File: config.mk
export PLATFORM = sky130hd
export DESIGN_NAME = pd_event_counter
export DESIGN_NICKNAME = d
export VERILOG_FILES = /design/src/rtl/pd_event_counter.sv
export SDC_FILE = /design/constraint.sdc
export NUM_CORES = 1
export LEC_CHECK = 0
export CORE_MARGIN = 4
export CORE_UTILIZATION = 53
export DETAILED_ROUTE_END_ITERATION = 8
export PLACE_DENSITY_LB_ADDON = 0.15
export SLEW_MARGIN = 20
export SYNTH_ARGS = -nofsm -noshare
export SYNTH_HDL_FRONTEND = slang
export SYNTH_SLANG_ARGS = --single-unit
File: constraint.sdc
create_clock -name clk -period 3.6 [get_ports clk]
set_clock_uncertainty 0.1 [all_clocks]
set_input_delay 0.36 -clock clk [delete_from_list [all_inputs] [get_ports clk]]
set_output_delay 0.36 -clock clk [all_outputs]
set_load 0.05 [all_outputs]
File: src/rtl/pd_event_counter.sv
// rtl/pd_event_counter.sv - edge-detected, saturating BCD event counter for the digit-pattern detector
// Optional alarm stretcher compiled in with PD_ALARM_EN.

module pd_bcd_counter (
   input  logic       clk,
   input  logic       reset,
   input  logic       clear,
   input  logic       inc,
   output logic [3:0] tens,
   output logic [3:0] ones,
   output logic       overflow
);

   always_ff @(posedge clk or posedge reset) begin
      if (reset) begin
         tens     <= 4'd0;
         ones     <= 4'd0;
         overflow <= 1'b0;
      end else if (clear) begin
         tens     <= 4'd0;
         ones     <= 4'd0;
         overflow <= 1'b0;
      end else if (inc) begin
         // Saturate at 99 rather than wrap; the sticky flag records the lost event.
         if (ones < 4'd9) begin
            ones <= ones + 4'd1;
         end else if (tens < 4'd9) begin
            ones <= 4'd0;
            tens <= tens + 4'd1;
         end else begin
            overflow <= 1'b1;
         end
      end
   end

endmodule

module pd_event_counter #(
   parameter int STRETCH = 8
) (
   input  logic       clk,
   input  logic       reset,
   input  logic       clear,
   input  logic       pattern1,
   input  logic       pattern2,
   output logic [3:0] count1_tens,
   output logic [3:0] count1_ones,
   output logic [3:0] count2_tens,
   output logic [3:0] count2_ones,
   output logic [1:0] last_pattern,
   output logic       event_pulse,
   output logic       overflow1,
   output logic       overflow2,
   output logic       alarm
);

   if (STRETCH < 1 || STRETCH > 255) begin : g_bad_stretch
      $error("pd_event_counter: STRETCH out of range 1..255");
   end

   logic prev1;
   logic prev2;
   logic ev1;
   logic ev2;

   // prev resets high so a level already asserted at reset release is not an event.
   always_ff @(posedge clk or posedge reset) begin
      if (reset) begin
         prev1 <= 1'b1;
         prev2 <= 1'b1;
      end else begin
         prev1 <= pattern1;
         prev2 <= pattern2;
      end
   end

   assign ev1 = pattern1 & ~prev1;
   assign ev2 = pattern2 & ~prev2;

   pd_bcd_counter u_count1 (
      .clk      (clk),
      .reset    (reset),
      .clear    (clear),
      .inc      (ev1),
      .tens     (count1_tens),
      .ones     (count1_ones),
      .overflow (overflow1)
   );

   pd_bcd_counter u_count2 (
      .clk      (clk),
      .reset    (reset),
      .clear    (clear),
      .inc      (ev2),
      .tens     (count2_tens),
      .ones     (count2_ones),
      .overflow (overflow2)
   );

   always_ff @(posedge clk or posedge reset) begin
      if (reset) begin
         last_pattern <= 2'b00;
         event_pulse  <= 1'b0;
      end else if (clear) begin
         last_pattern <= 2'b00;
         event_pulse  <= 1'b0;
      end else begin
         event_pulse <= ev1 | ev2;
         if (ev1 | ev2) begin
            last_pattern <= {ev2, ev1};
         end
      end
   end

`ifdef PD_ALARM_EN
   localparam logic [7:0] STRETCH_LOAD = 8'(STRETCH);

   logic [7:0] alarm_cnt;

   // A retrigger reloads rather than accumulates, so the hold is measured from the last ev2.
   always_ff @(posedge clk or posedge reset) begin
      if (reset) begin
         alarm_cnt <= 8'd0;
      end else if (clear) begin
         alarm_cnt <= 8'd0;
      end else if (ev2) begin
         alarm_cnt <= STRETCH_LOAD;
      end else if (alarm_cnt != 8'd0) begin
         alarm_cnt <= alarm_cnt - 8'd1;
      end
   end

   assign alarm = (alarm_cnt != 8'd0);
`else
   assign alarm = 1'b0;
`endif

endmodule

**Word level (Yosys, flattened, before mapping)**

Index checks and enable logic that the tools add are counted.

- Output and inout port bits: 22
- Flip-flop bits (word level): 23

- $add $sub $neg: 4
- Reduce and logical (&&, ||, !) cells: 13
- Order comparisons: 4
- Equality and inequality tests: 4
- Mux-type cells: 27
- Bitwise operators: 5

Operators by type and width:

| kind | number |
|---|---|
| $mux 4 | 16 |
| $add 4x1->4 const B | 4 |
| $lt 4x4->1 const B | 4 |
| $reduce_and 3->1 | 4 |
| $reduce_bool 2->1 | 5 |
| $mux 1 | 9 |
| $ne 2x2->1 const B | 4 |
| $reduce_bool 3->1 | 2 |
| $mux 2 | 2 |
| $reduce_and 2->1 | 2 |
| $and 1x1->1 | 2 |
| $not 1->1 | 2 |
| $or 1x1->1 | 1 |

**Depth between registers and ports, before layout**

- Word-level depth: 5
- Mapped depth: 6
- Gate-level depth less buffers: 6

**Modules after synthesis**

A second synthesis with hierarchy kept.

- Cells, all modules: 135
- Area total of the unflattened synthesis: 1370.1 µm²

By module, submodules not included:

| module | area an instance (µm²) | cells an instance | sequential area each (µm²) | times used |
|---|---|---|---|---|
| pd_bcd_counter | 584.3 | 59 | 225.2 | 2 |
| pd_event_counter | 201.4 | 17 | 127.6 | 1 |

**Worst setup path before layout**

No wires, ideal clock.

- Path kind: reg-to-reg
- Start: register u_count2.ones[0]
- End: register u_count2.tens[2]
- Slack: 1529 ps
- Arrival time: 1851 ps
- Required time: 3380 ps
- Buffers on the path: 0
- Library setup time: 120 ps
- Cell stages (with the launch flop): 7
- Cells stage by stage: dfrtp_1 -> inv_1 -> ha_1 -> nor2b_1 -> a2111oi_4 -> a21oi_1 -> a31o_1

- Word-level cells in the longest chain between the ends: 3

Ends and longest elaborated chain:

| element | line | text |
|---|---|---|
| start: declaration | 10 | `output logic [3:0] ones,` |
| start signal: assignment | 26 | `ones <= ones + 4'd1;` |
| $lt 4x4->1 | 25 | `if (ones < 4'd9) begin` |
| $ne 2x2->1 (no line) | -- |  |
| $reduce_and 3->1 (no line) | -- |  |
| end signal: assignment | 29 | `tens <= tens + 4'd1;` |
| end: declaration | 9 | `output logic [3:0] tens,` |

No other way between the ends.
A chain may end at the register's enable or synchronous reset.

**Worst setup path in the final report**

- Start: register u_count1.ones[3]
- End: output port count1_ones[3]

RTL lines:

| element | line | text |
|---|---|---|
| start: declaration | 10 |  |
| start signal: assignment | 26 |  |
| end: declaration | 47 | `output logic [3:0] count1_ones,` |

No word-level cell between the ends.

==> results_dict.tcl <==
set metrics [dict create \
    post-cts-setup-buffers 0 \
    worst-path-buf-inv 1 \
    setup_viol_count_final 0 \
    clk_pin_slew_worst_paths_ns 0.13 \
    timing.hold.worst.class "in2reg" \
    place.gp.congestion 0.802 \
    htree_levels 1 \
    rsz0062_at_grt "no" \
    start_kind "flop" \
    crit_arrival_ns 1.68 \
    critical_path.cell_chain "clkdlybuf4s50_1" \
    relSlewSlack 0.414 \
    clock_sink_count 23 \
    report.final.hold_viol_count 0 \
    area_growth_syn_to_layout_pct 22.8 \
    dominant_cell_type_by_area_after_synthesis "sky130_fd_sc_hd__dfrtp_1" \
    critical_path.top_delay_family "buffers and inverters" \
    detail_route.drc_violations 0 \
    port_buffers 25 \
    post_cts_resized 0 \
    max-cap-violations 0 \
    worst_skew_pair.late_latency_ns 0.31 \
    dieArea_um2 3230 \
    synth-async-reset-ratio 1.00 \
    postCtsHoldBufs 0 \
    ant_nets 0 \
    ys_seq_area_frac 0.457 \
    first_pass_iters 4 \
    cp.required_ns 3.14 \
    starting_utilization_of_the_core_area 0.566 \
    status "finished clean" \
    ys_dominant_reg_cell "sky130_fd_sc_hd__dfrtp_1" \
    critPathSlowestCell "sky130_fd_sc_hd__clkdlybuf4s50_1" \
    timing.critical_path.slowest_cell_delay_ns 0.86 \
    report.power.total_mw 0.456 \
    p_leak_nw 0.623 \
    grt_remaining_overflow 0 \
    synth.yosys.warnings 0 \
    cts-root-buf "sky130_fd_sc_hd__clkbuf_4" \
    detail_route.vias_per_cell 5.53 \
    mappedNetlistNets 137 \
    grt_use_met2 0.269 \
    fin_crit_ns 2.14 \
    synth_enable_flop_cells 0 \
    final-seq-area_um2 578 \
    highest_clock_frequency_the_design_can_meet_ghz 0.466 \
    grt.met3_usage 0.0299 \
    use_met1 0.223 \
    synth.lib_cells_used.distinct 35 \
    totalWireLength_um 2460 \
    top_cell_type_s_share_of_synthesized_area 0.415 \
    drtIter0Drc 10 \
    grt_antenna_before_repair 0 \
    grt_start_max_net_pins 29 \
    worst-setup-path-type "reg2out" \
    syn_avg_cell_area_um2 10.2 \
    wire_length_of_the_first_global_routing_pass_um 4280 \
    post-synth-top-count-cell "sky130_fd_sc_hd__dfrtp_1" \
    io_pins 27 \
    tritoncts.num_buffers 3 \
    critical_path_endpoint_category "primary output" \
    worst_case_vdd_ir_drop_mv 0.236 \
    dp_hpwl_um 1810 \
    core_region_area_um2 2230 \
    dieHeight_um 56.9 \
    wire_per_inst_um 14.0 \
    nNetsFinal 162 \
    n_fill_cell 181 \
    crit_fanout 8 \
    grt_pass1_vias 961 \
    antenna_cells_inserted 0 \
    timing.final.crit_share 0.595 \
    via_count 974 \
    tightest_slew_ns 0.876 \
    grt_util_all_layers 0.167 \
    tritoncts "done" \
    rows 17 \
    synth_cells 124 \
    die_width_um 56.9 \
    synthTopCellsByArea "sky130_fd_sc_hd__dfrtp_1, sky130_fd_sc_hd__ha_1, sky130_fd_sc_hd__nor2_1" \
    clk_path_buf_depth 2 \
    globalRoute.busiestLayer "met2" \
    multi_input_comb_area_um2 619 \
    power.density_nw_per_um2 294 \
    setup_total_negative_slack_ns 0 \
    post_synth_design_cell_area_um2 1260 \
    timing_max_transition_violations_final 0 \
    synth_commonest_cells "sky130_fd_sc_hd__dfrtp_1, sky130_fd_sc_hd__nor2_1, sky130_fd_sc_hd__inv_1" \
    drive_gt1_frac 0.0811 \
    synth.ff_latch_count 23 \
]
## power by group
| part | switching [mW] | internal (mW) |
|---|---|---|
| sequential | 0.00502 | 0.265 |
| clock | 0.0774 | 0.0433 |
| combinational | 0.0442 | 0.0214 |
## path summary, 6_finish.rpt
path	endpoint	cells past startpoint	from	slack (ns)
max in group asynchronous	u_count2.ones[0]	2	reset	2.47
max	count1_ones[3]	1	u_count1.ones[3]	1.46
min	prev2	1	pattern2	0.38
max reg2reg	u_count2.tens[1]	6	u_count2.ones[0]	1.70
min reg2reg	u_count1.overflow	2	u_count1.overflow	0.43
min in group asynchronous	u_count2.tens[0]	2	reset	0.40
## layer usage
layer | vias to the layer above | part of all wire | wire length (um)
li1 | 471 | - | -
met1 | 481 | 0.47 | 1150
met2 | 20 | 0.49 | 1200
met3 | 2 | 0.036 | 88
met4 | 0 | 0.0073 | 18
met5 | - | 0 | 0
## cell type report
| type | count | area share |
|---|---|---|
| Inverter | 12 | 0.0290 |
| Timing Repair Buffer | 25 | 0.161 |
| Multi-Input combinational cell | 84 | 0.399 |
| Clock buffer | 4 | 0.0169 |
| Sequential cell | 23 | 0.372 |
| Tap cell | 28 | 0.0225 |
## stage by stage
stage                     hold slack [ns]   util  worst slack, ns  cell area, um2  std cells
after floorplan                     0.260      -             1.53            1260        124
after global placement              0.385  0.684             1.43            1530        172
after detailed placement            0.403  0.684             1.38            1530        172
after CTS                           0.374  0.696             1.45            1550        176
after global routing                0.385  0.696             1.38            1550        176
final                               0.380  0.696             1.46            1550        176
## cell usage in the layout (no fill, tap or decap)
| cell | count |
|---|---|
| sky130_fd_sc_hd__dfrtp_1 | 21 |
| sky130_fd_sc_hd__nand2b_1 | 5 |
| sky130_fd_sc_hd__or2b_1 | 1 |
| sky130_fd_sc_hd__o21a_1 | 1 |
| sky130_fd_sc_hd__conb_1 | 1 |
| sky130_fd_sc_hd__o21ai_0 | 2 |
| sky130_fd_sc_hd__nand4b_1 | 2 |
| sky130_fd_sc_hd__clkbuf_4 | 3 |
| sky130_fd_sc_hd__a2111oi_4 | 2 |
| sky130_fd_sc_hd__a41oi_1 | 2 |
| sky130_fd_sc_hd__nand2_1 | 1 |
| sky130_fd_sc_hd__and2_1 | 2 |
| sky130_fd_sc_hd__a31oi_1 | 1 |
| sky130_fd_sc_hd__nor3_1 | 4 |
| sky130_fd_sc_hd__and2_2 | 1 |
| sky130_fd_sc_hd__o211ai_1 | 1 |
| sky130_fd_sc_hd__or4_1 | 2 |
| sky130_fd_sc_hd__nand3_1 | 4 |
| sky130_fd_sc_hd__mux2i_1 | 2 |
| sky130_fd_sc_hd__nor2b_1 | 3 |
| sky130_fd_sc_hd__inv_2 | 1 |
| sky130_fd_sc_hd__o32ai_1 | 1 |
| sky130_fd_sc_hd__a21oi_1 | 10 |
| sky130_fd_sc_hd__o31ai_1 | 4 |
| sky130_fd_sc_hd__xnor2_1 | 2 |
| sky130_fd_sc_hd__nand2b_4 | 3 |
| sky130_fd_sc_hd__inv_1 | 11 |
| sky130_fd_sc_hd__clkbuf_1 | 1 |
| sky130_fd_sc_hd__or4b_1 | 1 |
| sky130_fd_sc_hd__a211oi_1 | 1 |
| sky130_fd_sc_hd__ha_1 | 8 |
| sky130_fd_sc_hd__nor2_1 | 15 |
| sky130_fd_sc_hd__clkdlybuf4s50_1 | 25 |
| sky130_fd_sc_hd__a31o_1 | 1 |
| sky130_fd_sc_hd__dfstp_2 | 2 |
| sky130_fd_sc_hd__a21o_1 | 1 |
## state kept, by name, indices dropped and copies added, names as in the netlist
name               count
u_count2.ones          4
last_pattern           2
u_count1.overflow      1
prev1                  1
u_count2.tens          4
prev2                  1
event_pulse            1
u_count1.tens          4
u_count1.ones          4
u_count2.overflow      1
## cell families after synthesis
family / count (synthesis) / share of synthesized area
XOR/XNOR: 2 / 0.0139
buffers and inverters: 17 / 0.0534
adder cells (fa/ha/maj): 8 / 0.0791
multiplexers: 2 / 0.0158
AO/OA/AOI/OAI: 27 / 0.171
other: 1 / 0.00296
flip-flops: 23 / 0.457
AND/OR/NAND/NOR: 44 / 0.207
No activity file was read; power rests on OpenSTA's default activity.
